[src/rtl/apb_master_ctrl.sv]
// APB master sequencer: takes one request per valid/hready_out handshake,
// decodes the region tag into a one-hot psel and runs SETUP -> ACCESS.
// Read data is registered on ACCESS completion. Requests to unmapped regions
// raise a one-cycle herr pulse. Completed transfers are counted, and the
// counter saturates.
//
// state  | meaning
// IDLE   | no transfer in progress, ready for a request
// SETUP  | psel driven, penable low, requests are not accepted
// ACCESS | penable high, transfer completes, the next request may be accepted
module apb_master_ctrl #(
  parameter int          ADDR_W   = 32,
  parameter int          DATA_W   = 32,
  parameter int          TAG_HI   = 31,
  parameter logic [5:0]  BASE_TAG = 6'b100000,
  parameter int          CNT_W    = 16
) (
  input  logic              hclk,
  input  logic              hreset,
  input  logic              valid,
  input  logic              hwrite,
  input  logic [ADDR_W-1:0] haddr,
  input  logic [DATA_W-1:0] hwdata,
  input  logic [DATA_W-1:0] prdata,
  output logic              hready_out,
  output logic [DATA_W-1:0] hrdata,
  output logic              rd_valid,
  output logic              herr,
  output logic              pwrite,
  output logic              penable,
  output logic [2:0]        psel,
  output logic [ADDR_W-1:0] paddr,
  output logic [DATA_W-1:0] pwdata,
  output logic [CNT_W-1:0]  xfer_cnt
);

  typedef enum logic [1:0] {IDLE, SETUP, ACCESS} state_t;

  state_t              state_q, state_d;
  logic [2:0]          psel_q, psel_d;
  logic                penable_q, penable_d;
  logic                pwrite_q, pwrite_d;
  logic [ADDR_W-1:0]   paddr_q, paddr_d;
  logic [DATA_W-1:0]   pwdata_q, pwdata_d;
  logic [DATA_W-1:0]   hrdata_q, hrdata_d;
  logic                rd_valid_q, rd_valid_d;
  logic                herr_q, herr_d;
  logic [CNT_W-1:0]    xfer_cnt_q, xfer_cnt_d;

  logic [5:0]          tag;
  logic [2:0]          dec_sel;
  logic                accept;
  logic                hit;

  // Region tag decode to a one-hot slave select; all-zero means no slave.
  always_comb begin
    tag     = haddr[TAG_HI -: 6];
    dec_sel = 3'b000;
    if (tag == BASE_TAG)              dec_sel = 3'b001;
    else if (tag == BASE_TAG + 6'd1)  dec_sel = 3'b010;
    else if (tag == BASE_TAG + 6'd2)  dec_sel = 3'b100;
  end

  assign hready_out = (state_q != SETUP);
  assign accept     = valid && hready_out;
  assign hit        = (dec_sel != 3'b000);

  // Next-state, APB strobes, request capture, read return and counter.
  always_comb begin
    state_d    = state_q;
    psel_d     = psel_q;
    penable_d  = 1'b0;
    pwrite_d   = pwrite_q;
    paddr_d    = paddr_q;
    pwdata_d   = pwdata_q;
    hrdata_d   = hrdata_q;
    rd_valid_d = 1'b0;
    herr_d     = 1'b0;
    xfer_cnt_d = xfer_cnt_q;

    case (state_q)
      IDLE: begin
        psel_d = 3'b000;
      end
      SETUP: begin
        state_d   = ACCESS;
        penable_d = 1'b1;
      end
      ACCESS: begin
        state_d = IDLE;
        psel_d  = 3'b000;
        if (xfer_cnt_q != {CNT_W{1'b1}}) xfer_cnt_d = xfer_cnt_q + 1'b1;
        if (!pwrite_q) begin
          hrdata_d   = prdata;
          rd_valid_d = 1'b1;
        end
      end
      default: begin
        state_d = IDLE;
        psel_d  = 3'b000;
      end
    endcase

    // Acceptance is only possible in IDLE or ACCESS, since hready_out is low in SETUP.
    if (accept) begin
      if (hit) begin
        state_d  = SETUP;
        psel_d   = dec_sel;
        pwrite_d = hwrite;
        paddr_d  = haddr;
        pwdata_d = hwdata;
      end else begin
        herr_d = 1'b1;
      end
    end
  end

  // State and output registers with asynchronous reset.
  always_ff @(posedge hclk or posedge hreset) begin
    if (hreset) begin
      state_q    <= IDLE;
      psel_q     <= 3'b000;
      penable_q  <= 1'b0;
      pwrite_q   <= 1'b0;
      paddr_q    <= '0;
      pwdata_q   <= '0;
      hrdata_q   <= '0;
      rd_valid_q <= 1'b0;
      herr_q     <= 1'b0;
      xfer_cnt_q <= '0;
    end else begin
      state_q    <= state_d;
      psel_q     <= psel_d;
      penable_q  <= penable_d;
      pwrite_q   <= pwrite_d;
      paddr_q    <= paddr_d;
      pwdata_q   <= pwdata_d;
      hrdata_q   <= hrdata_d;
      rd_valid_q <= rd_valid_d;
      herr_q     <= herr_d;
      xfer_cnt_q <= xfer_cnt_d;
    end
  end

  assign psel     = psel_q;
  assign penable  = penable_q;
  assign pwrite   = pwrite_q;
  assign paddr    = paddr_q;
  assign pwdata   = pwdata_q;
  assign hrdata   = hrdata_q;
  assign rd_valid = rd_valid_q;
  assign herr     = herr_q;
  assign xfer_cnt = xfer_cnt_q;

endmodule

[config.mk]
export PLATFORM = sky130hd
export DESIGN_NAME = apb_master_ctrl
export DESIGN_NICKNAME = d
export VERILOG_FILES = /design/src/rtl/apb_master_ctrl.sv
export SDC_FILE = /design/constraint.sdc
export NUM_CORES = 1
export LEC_CHECK = 0
export CORE_AREA = 2 2 112 114
export CTS_CLUSTER_SIZE = 20
export DETAILED_ROUTE_END_ITERATION = 6
export DIE_AREA = 0 0 114 116
export PLACE_DENSITY = 0.83
export SYNTH_ARGS = -nofsm -noshare
export SYNTH_HDL_FRONTEND = slang
export SYNTH_SLANG_ARGS = --single-unit
[constraint.sdc]
create_clock -name hclk -period 8.07 [get_ports hclk]
set_input_delay 0.807 -clock hclk [delete_from_list [all_inputs] [get_ports hclk]]
set_output_delay 0.807 -clock hclk [all_outputs]
set_load 0.005 [all_outputs]
==> results.toml, run 1 <==
[hold_path]
hp-class = "reg -> reg"
hold_start = "paddr[31]"
worst_hold_path.num_cells = 1
min_to = "paddr[31]"

[setup_path]
path_class = "in -> reg"
crit_path_start = "haddr[29]"
worstPathRequired_ns = 8.35
rrSetupSlack_ns = 5.68
reg2reg_from = "state_q[0]"
arrival_ns = 3.28
cp_max_fo = 64
r2r-end = "pwdata[20]"
start_kind = "input pin"
reg2regPathDepth = 4
cp-end-kind = "register"

[placed_design]
portBuffers = 219
gp_congestion = 0.782
dp_hpwl_um = 8430

[synth]
synth.area.top_cells = "dfrtp_1, mux2_2, xor2_1"
synth.distinct_cells = 36
synth_top_area_frac = 0.638
async_flop_share = 1.00
yosysMostFrequentCell = "dfrtp_1"
ys_warn_count = 0
syn_area_sq_um = 4750
yosysTopAreaCell = "dfrtp_1"
synth-edff-count = 0
synth-seq-cells = 121
synth_seq_area_share = 0.638
ys.flop_type = "dfrtp_1"
synth_cells = 308
synth_fp_nets = 409
synth_area_per_cell_sq_um = 15.4
synth_commonest_cells = "dfrtp_1, mux2_2, nand2_1, xor2_1"

[detailed_routing]
via_per_inst = 4.86
vias = 3380
top_layer_used = "met4"
wl_met2_um = 6320
ant_nets = 0
wl_per_cell_um = 17.0
dr.pass1.iters = 4
drt_iter0_markers = 156
wl_um = 11800
met3_wirelength_um = 897
met1_length_um = 4410
drcViolationCount = 0

[finish]
fin_util = 0.642
final_nets = 638
drive_above_1_share = 0.244
synthToLayoutAreaGrowth_pct = 61.2
n_antenna_cell = 0

[clock_network]
htree_levels = 4
cts_resized = 0
root_buffer = "clkbuf_16"
cts_sinks = 121
clockBufferDepth = 2
path_clk_slew_ns = 0.05
hold_buffers = 0
cts_setup_buffers = 0
cts_buffers = 17
cts_tree = "yes"
insertion_delay_ns = 0.40

[timing]
relSlewSlack = 0.238
final.period_utilization = 0.372
setup_violations = 0
fin_hold_ws_ns = 0.461
finalMaxSlewViolations = 0
max_freq_mhz = 333
setup_tns_ns = 0
min_period_ns = 3.00
finClkSkew_ns = 0.00663
rsz0062_at_grt = "no"
worst-slew-pin-transition_ns = 1.14
hold_viol = 0

[global_routing]
overflow = 0
grt_max_degree = 74
grt_use_total = 0.187
antenna_found_initial = 0
grt_pass1_vias = 3724
grt_pass1_wl_um = 18900

[power]
powerDensity_nw_per_um2 = 261
vdd_drop_max_mv = 0.179
leakagePower_nw = 3.38

[die]
fp-row-count = 40
die_w_um = 114
design.core.area_sq_um = 11900
die_area_sq_um = 13200
start_util = 0.399
ios = 220
die_height_um = 116

[job]
maxCapViolCount = 0

[run_status]
status = "complete, no violations"
## worst max-delay path, stage by stage
cell,delay [ns]
clkdlybuf4s50_1,0.45
nor4b_4,0.44
nand4_4,0.92
mux2_2,0.63
## report_power, final
group	internal, mW	switching, mW	total (mW)
combinational	0.321	0.126	0.448
sequential	0.725	0.0659	0.791
clock	0.500	0.256	0.757
total	1.55	0.448	2.00
## registers in the layout, indices dropped and copies added, names as in the netlist
register / cells
pwdata: 32
psel: 3
xfer_cnt: 16
penable: 1
paddr: 32
rd_valid: 1
pwrite: 1
herr: 1
state_q: 2
hrdata: 32
## worst max-delay path by stage
stage                 endpoint  slack [ns]
floorplan                 herr        4.05
global placement    pwdata[23]        4.73
detailed placement  pwdata[20]        4.61
CTS                 pwdata[20]        5.05
global route        pwdata[20]        4.90
finish              pwdata[20]        5.07
## per-stage QoR
step	std cells	power (mW)	setup WS, ns	cell area (sq um)
2_1_floorplan	308	0.922	4.05	4750
4_1_cts	696	2.02	5.05	7650
3_5_place_dp	665	1.25	4.61	7050
5_1_grt	696	2.09	4.90	7650
3_3_place_gp	665	1.23	4.73	7050
6_report	696	2.00	5.07	7650
## layout make-up
type,instances,area (sq um)
multi-input cells,170,1610
clock inverters,7,88.8
fillers,880,4260
flip-flops and latches,121,3030
clock buffers,24,512
repair buffers,221,2210
well taps,147,184
inverters,6,25.0
## per-layer routing
layer  vias to the layer above  track usage
met5                         -            0
met4                         0       0.0772
met3                        18       0.0717
met2                       134        0.321
met1                      1687        0.210
li1                       1541            -
## cells in the final DEF (no fill, tap or decap), types with 2 or more instances in the layout
master | synthesis | routed
mux2_2 | 91 | 91
clkinv_2 | 0 | 4
clkbuf_16 | 0 | 17
o41ai_1 | 2 | 2
nor4_1 | 2 | 2
dfrtp_1 | 121 | 121
clkbuf_8 | 0 | 6
inv_1 | 5 | 4
nand2_1 | 13 | 13
buf_4 | 0 | 2
nor2b_1 | 2 | 2
nor2_1 | 6 | 5
and2_1 | 3 | 3
and4_1 | 2 | 2
nand4_1 | 3 | 3
bufinv_16 | 0 | 2
xnor2_1 | 2 | 2
a211oi_1 | 3 | 3
nand2b_1 | 2 | 2
xor2_1 | 13 | 13
nor4b_1 | 2 | 2
clkdlybuf4s50_1 | 0 | 219
a21oi_1 | 5 | 5
nand3_1 | 4 | 4
## cells by family after synthesis
kind of cell,after synthesis,synth area share
AOI/OAI and AO/OA,16,0.0250
muxes,92,0.219
and+or+nand+nor,46,0.0635
buffers and inverters,17,0.0242
adders and majority gates,1,0.00264
xor gates and xnor gates,15,0.0277
DFF,121,0.638
Note: power is estimated with default switching activity, not from simulation.
==> run 2, diff against run 1 <==
==> constraint.sdc (replaced) <==
create_clock -name hclk -period 3 [get_ports hclk]
set_input_delay 0.3 -clock hclk [delete_from_list [all_inputs] [get_ports hclk]]
set_output_delay 0.3 -clock hclk [all_outputs]
set_load 0.005 [all_outputs]
==> results.toml, run 2 (synthesized netlist as in run 1, its figures left out) <==
[power]
vdd_drop_max_mv = 0.451
power_mw = 5.37
powerDensity_nw_per_um2 = 698
leakagePower_nw = 3.39

[detailed_routing]
drcViolationCount = 0
wl_um = 11800
vias = 3346
wl_per_cell_um = 16.8
drt_iter0_markers = 131
ant_nets = 0
via_per_inst = 4.79
dr.pass1.iters = 4

[finish]
layout_commonest_cell = "clkdlybuf4s50_1"
final_cell_mix = "clkdlybuf4s50_1, dfrtp_1, mux2_2, clkbuf_16"
drive_above_1_share = 0.246
finalNonFillerCells = 699
final_nets = 640
fin_util = 0.646
synthToLayoutAreaGrowth_pct = 62.1
nFillCells = 922
n_antenna_cell = 0
fin_area_sq_um = 7690

[die]
ios = 220
die_height_um = 116
die_w_um = 114
start_util = 0.399
design.core.area_sq_um = 11900
die_area_sq_um = 13200
fp-row-count = 40

[timing]
hold_viol = 0
timing.final.ws_setup_ns = 0.827
worst-slew-pin-transition_ns = 0.595
relSlewSlack = 0.600
setup_tns_ns = 0
fin_hold_ws_ns = 0.234
finClkSkew_ns = 0.00666
setup_violations = 0
finalMaxSlewViolations = 0
max_freq_mhz = 460
min_period_ns = 2.17
final.period_utilization = 0.724
rsz0062_at_grt = "no"

[placed_design]
gp_congestion = 0.737
placed_area_sq_um = 7090
place_ws_ns = 0.711
dp_hpwl_um = 8490
place_inst = 667
portBuffers = 219

[setup_path]
rrSetupSlack_ns = 0.93
start_kind = "register"
cp_max_fo = 7
worstPathCellList = "nor2b_1 -> inv_2 -> clkdlybuf4s50_1"
cp-end-kind = "primary output"
r2r-end = "pwdata[27]"
slowest_delay_ns = 0.50
worstPathRequired_ns = 2.70
arrival_ns = 1.87
slowest_stage = "clkdlybuf4s50_1"
reg2regPathDepth = 5
reg2reg_from = "state_q[1]"
path_class = "reg -> out"

[clock_network]
insertion_delay_ns = 0.41
cts_sinks = 121
clockBufferDepth = 2
cts_tree = "yes"
path_clk_slew_ns = 0.05
root_buffer = "clkbuf_16"
htree_levels = 4
cts_buffers = 17
cts_setup_buffers = 0
hold_buffers = 0
cts_resized = 0

[global_routing]
grt_pass1_vias = 3683
overflow = 0
grt_pass1_wl_um = 18700
grt_max_degree = 64
grt_use_total = 0.185
antenna_found_initial = 0

[hold_path]
hp-class = "in -> async"

[run_status]
status = "complete, no violations"

[job]
maxCapViolCount = 0
run 2: cell type report:
cell class | count | area [sq um] | area share
tap | 147 | 184 | 0.0239
clock inverter | 7 | 87.6 | 0.0114
multi-input combinational | 170 | 1610 | 0.209
sequential | 121 | 3030 | 0.393
inverter | 6 | 26.3 | 0.00341
timing repair buffer | 223 | 2250 | 0.292
clock buffer | 25 | 515 | 0.0670
run 2: worst max path at each step:
stage,startpoint,endpoint,slack (ns),cells past startpoint
after floorplan,hreset,herr,1.22,1
after global placement,haddr[29],paddr[2],0.74,5
after detailed placement,haddr[29],pwdata[27],0.71,5
after CTS,state_q[1],hready_out,0.76,3
after global routing,state_q[1],hready_out,0.67,3
final,state_q[1],hready_out,0.83,3
run 2: layer usage:
metal,GRT usage,up-vias,part of all wire
met2,0.303,139,0.50
met5,0,-,0
met3,0.0779,22,0.081
li1,-,1553,-
met4,0.0935,0,0.025
met1,0.209,1632,0.39
run 2: worst max-delay path: cells and delay by family, from the launching register on:
family | cells | cell delay, ns
buf+inv | 2 | 0.66
simple gates | 1 | 0.41
flops | 1 | 0.40
run 2: power breakdown:
group	switching (mW)	internal [mW]	total [mW]
clock	0.694	1.35	2.04
sequential	0.175	1.95	2.13
combinational	0.335	0.867	1.20
==> run 3, diff against run 2 <==
==> config.mk (replaced) <==
export PLATFORM = sky130hd
export DESIGN_NAME = apb_master_ctrl
export DESIGN_NICKNAME = d
export VERILOG_FILES = /design/src/rtl/apb_master_ctrl.sv
export SDC_FILE = /design/constraint.sdc
export NUM_CORES = 1
export LEC_CHECK = 0
export CORE_AREA = 2 2 117 119
export CTS_CLUSTER_SIZE = 20
export DETAILED_ROUTE_END_ITERATION = 6
export DIE_AREA = 0 0 119 121
export PLACE_DENSITY = 0.81
export SYNTH_ARGS = -nofsm -noshare
export SYNTH_HDL_FRONTEND = slang
export SYNTH_SLANG_ARGS = --single-unit
==> constraint.sdc (replaced) <==
create_clock -name hclk -period 1.8 [get_ports hclk]
set_input_delay 0.18 -clock hclk [delete_from_list [all_inputs] [get_ports hclk]]
set_output_delay 0.18 -clock hclk [all_outputs]
set_load 0.005 [all_outputs]
==> results.toml, run 3 (synthesized netlist as in run 1, its figures left out) <==
[run_status]
status = "complete, no violations"

[timing]
worst-slew-pin-transition_ns = 0.388
max_freq_mhz = 587
final.period_utilization = 0.947
rsz0062_at_grt = "yes"
fin_hold_ws_ns = 0.226
finClkSkew_ns = 0.00571
timing.final.ws_setup_ns = 0.0961
setup_violations = 0
min_period_ns = 1.70
relSlewSlack = 0.740
hold_viol = 0
setup_tns_ns = 0
finalMaxSlewViolations = 0

[clock_network]
cts_tree = "yes"
clockBufferDepth = 2
cts_sinks = 121
cts_resized = 0
path_clk_slew_ns = 0.05
cts_buffers = 17
htree_levels = 4
insertion_delay_ns = 0.41
root_buffer = "clkbuf_16"

[setup_path]
cp_max_fo = 4
path_class = "reg -> out"
reg2reg_from = "state_q[0]"
arrival_ns = 1.52
start_kind = "register"
cp-end-kind = "primary output"
crit_path_start = "state_q[0]"
worstPathRequired_ns = 1.62

[placed_design]
gp_congestion = 0.820
dp_hpwl_um = 8740
portBuffers = 219
place_inst = 706
place_ws_ns = -0.0370

[die]
design.core.area_sq_um = 13100
start_util = 0.363
fp-row-count = 42
die_w_um = 119
die_area_sq_um = 14400
ios = 220
die_height_um = 121

[finish]
synthToLayoutAreaGrowth_pct = 65.8
n_antenna_cell = 0
drive_above_1_share = 0.260
final_cell_mix = "clkdlybuf4s50_1, dfrtp_1, mux2_2, clkbuf_16"
final_nets = 652
layout_commonest_cell = "clkdlybuf4s50_1"
finalNonFillerCells = 738

[power]
leakagePower_nw = 3.47
vdd_drop_max_mv = 0.743
powerDensity_nw_per_um2 = 1160

[global_routing]
overflow = 0
grt_pass1_vias = 3859
grt_max_degree = 70
grt_use_total = 0.173
grt_pass1_wl_um = 19400
antenna_found_initial = 0

[detailed_routing]
vias = 3488
drcViolationCount = 0
dr.pass1.iters = 4
via_per_inst = 4.73
ant_nets = 0
wl_per_cell_um = 16.5
drt_iter0_markers = 157
wl_um = 12200

[job]
maxCapViolCount = 0

[hold_path]
hp-class = "in -> async"
-- run 3: cell types whose count changed in the layout (fill, tap and decap cells not counted) --
| cell | change |
|---|---|
| buf_4 | +9 |
| clkbuf_8 | -4 |
| buf_12 | +2 |
| bufinv_16 | +2 |
| clkbuf_16 | +1 |
-- run 3: final cells by class --
type / count / area, sq um
Clock buffer: 21 / 460
Clock inverter: 9 / 148
Fill cell: 1004 / 5220
Inverter: 6 / 26.3
Multi-Input combinational cell: 170 / 1610
Sequential cell: 121 / 3030
Tap cell: 176 / 220
Timing Repair Buffer: 235 / 2380
-- run 3: timing repair --
| item | 4_1_cts | 5_1_grt |
|---|---|---|
| setup buffers | 1 | 0 |
| hold buffers | 0 | 0 |
| endpoints found under the setup margin | 1 | 4 |
| gates cloned | 0 | 1 |
| hold endpoints to repair | 0 | 0 |
-- run 3: where the power goes --
group          internal (mW)  switching, mW
Combinational           1.48          0.590
Sequential              3.25          0.282
Clock                   2.36           1.13
Total                   7.09           2.00
-- run 3: routing by layer --
metal	vias to the layer above	global-route usage	share of wire	wire (um)
li1	1568	-	-	-
met1	1744	0.181	0.36	4400
met2	141	0.303	0.54	6590
met3	35	0.0620	0.066	800
met4	0	0.0990	0.035	423
met5	-	0	0	0
-- run 3: critical path: stages (launching register included) --
cell and delay, ns:
dfrtp_1 0.39, nor2b_1 0.16, inv_2 0.07, clkdlybuf4s50_1 0.50
-- run 3: worst paths after layout --
| kind | endpoint | slack (ns) | cells after the start |
|---|---|---|---|
| worst max-delay path | hready_out | 0.1 | 3 |
| worst min-delay path | paddr[27] | 0.23 | 3 |
| worst max register to register | xfer_cnt[15] | 0.1 | 4 |
| worst min register to register | state_q[1] | 0.47 | 1 |
| max in group asynchronous | hrdata[25] | 1.24 | 3 |
| min in group hclk | hrdata[14] | 0.38 | 2 |
-- run 3: metrics by stage --
step / total power [mW] / cell area (sq um) / util
2_1_floorplan: 4.14 / 4750 / -
3_3_place_gp: 5.57 / 7230 / 0.552
3_5_place_dp: 5.66 / 7230 / 0.552
4_1_cts: 9.20 / 7840 / 0.599
5_1_grt: 9.52 / 7870 / 0.601
6_report: 9.10 / 7870 / 0.601
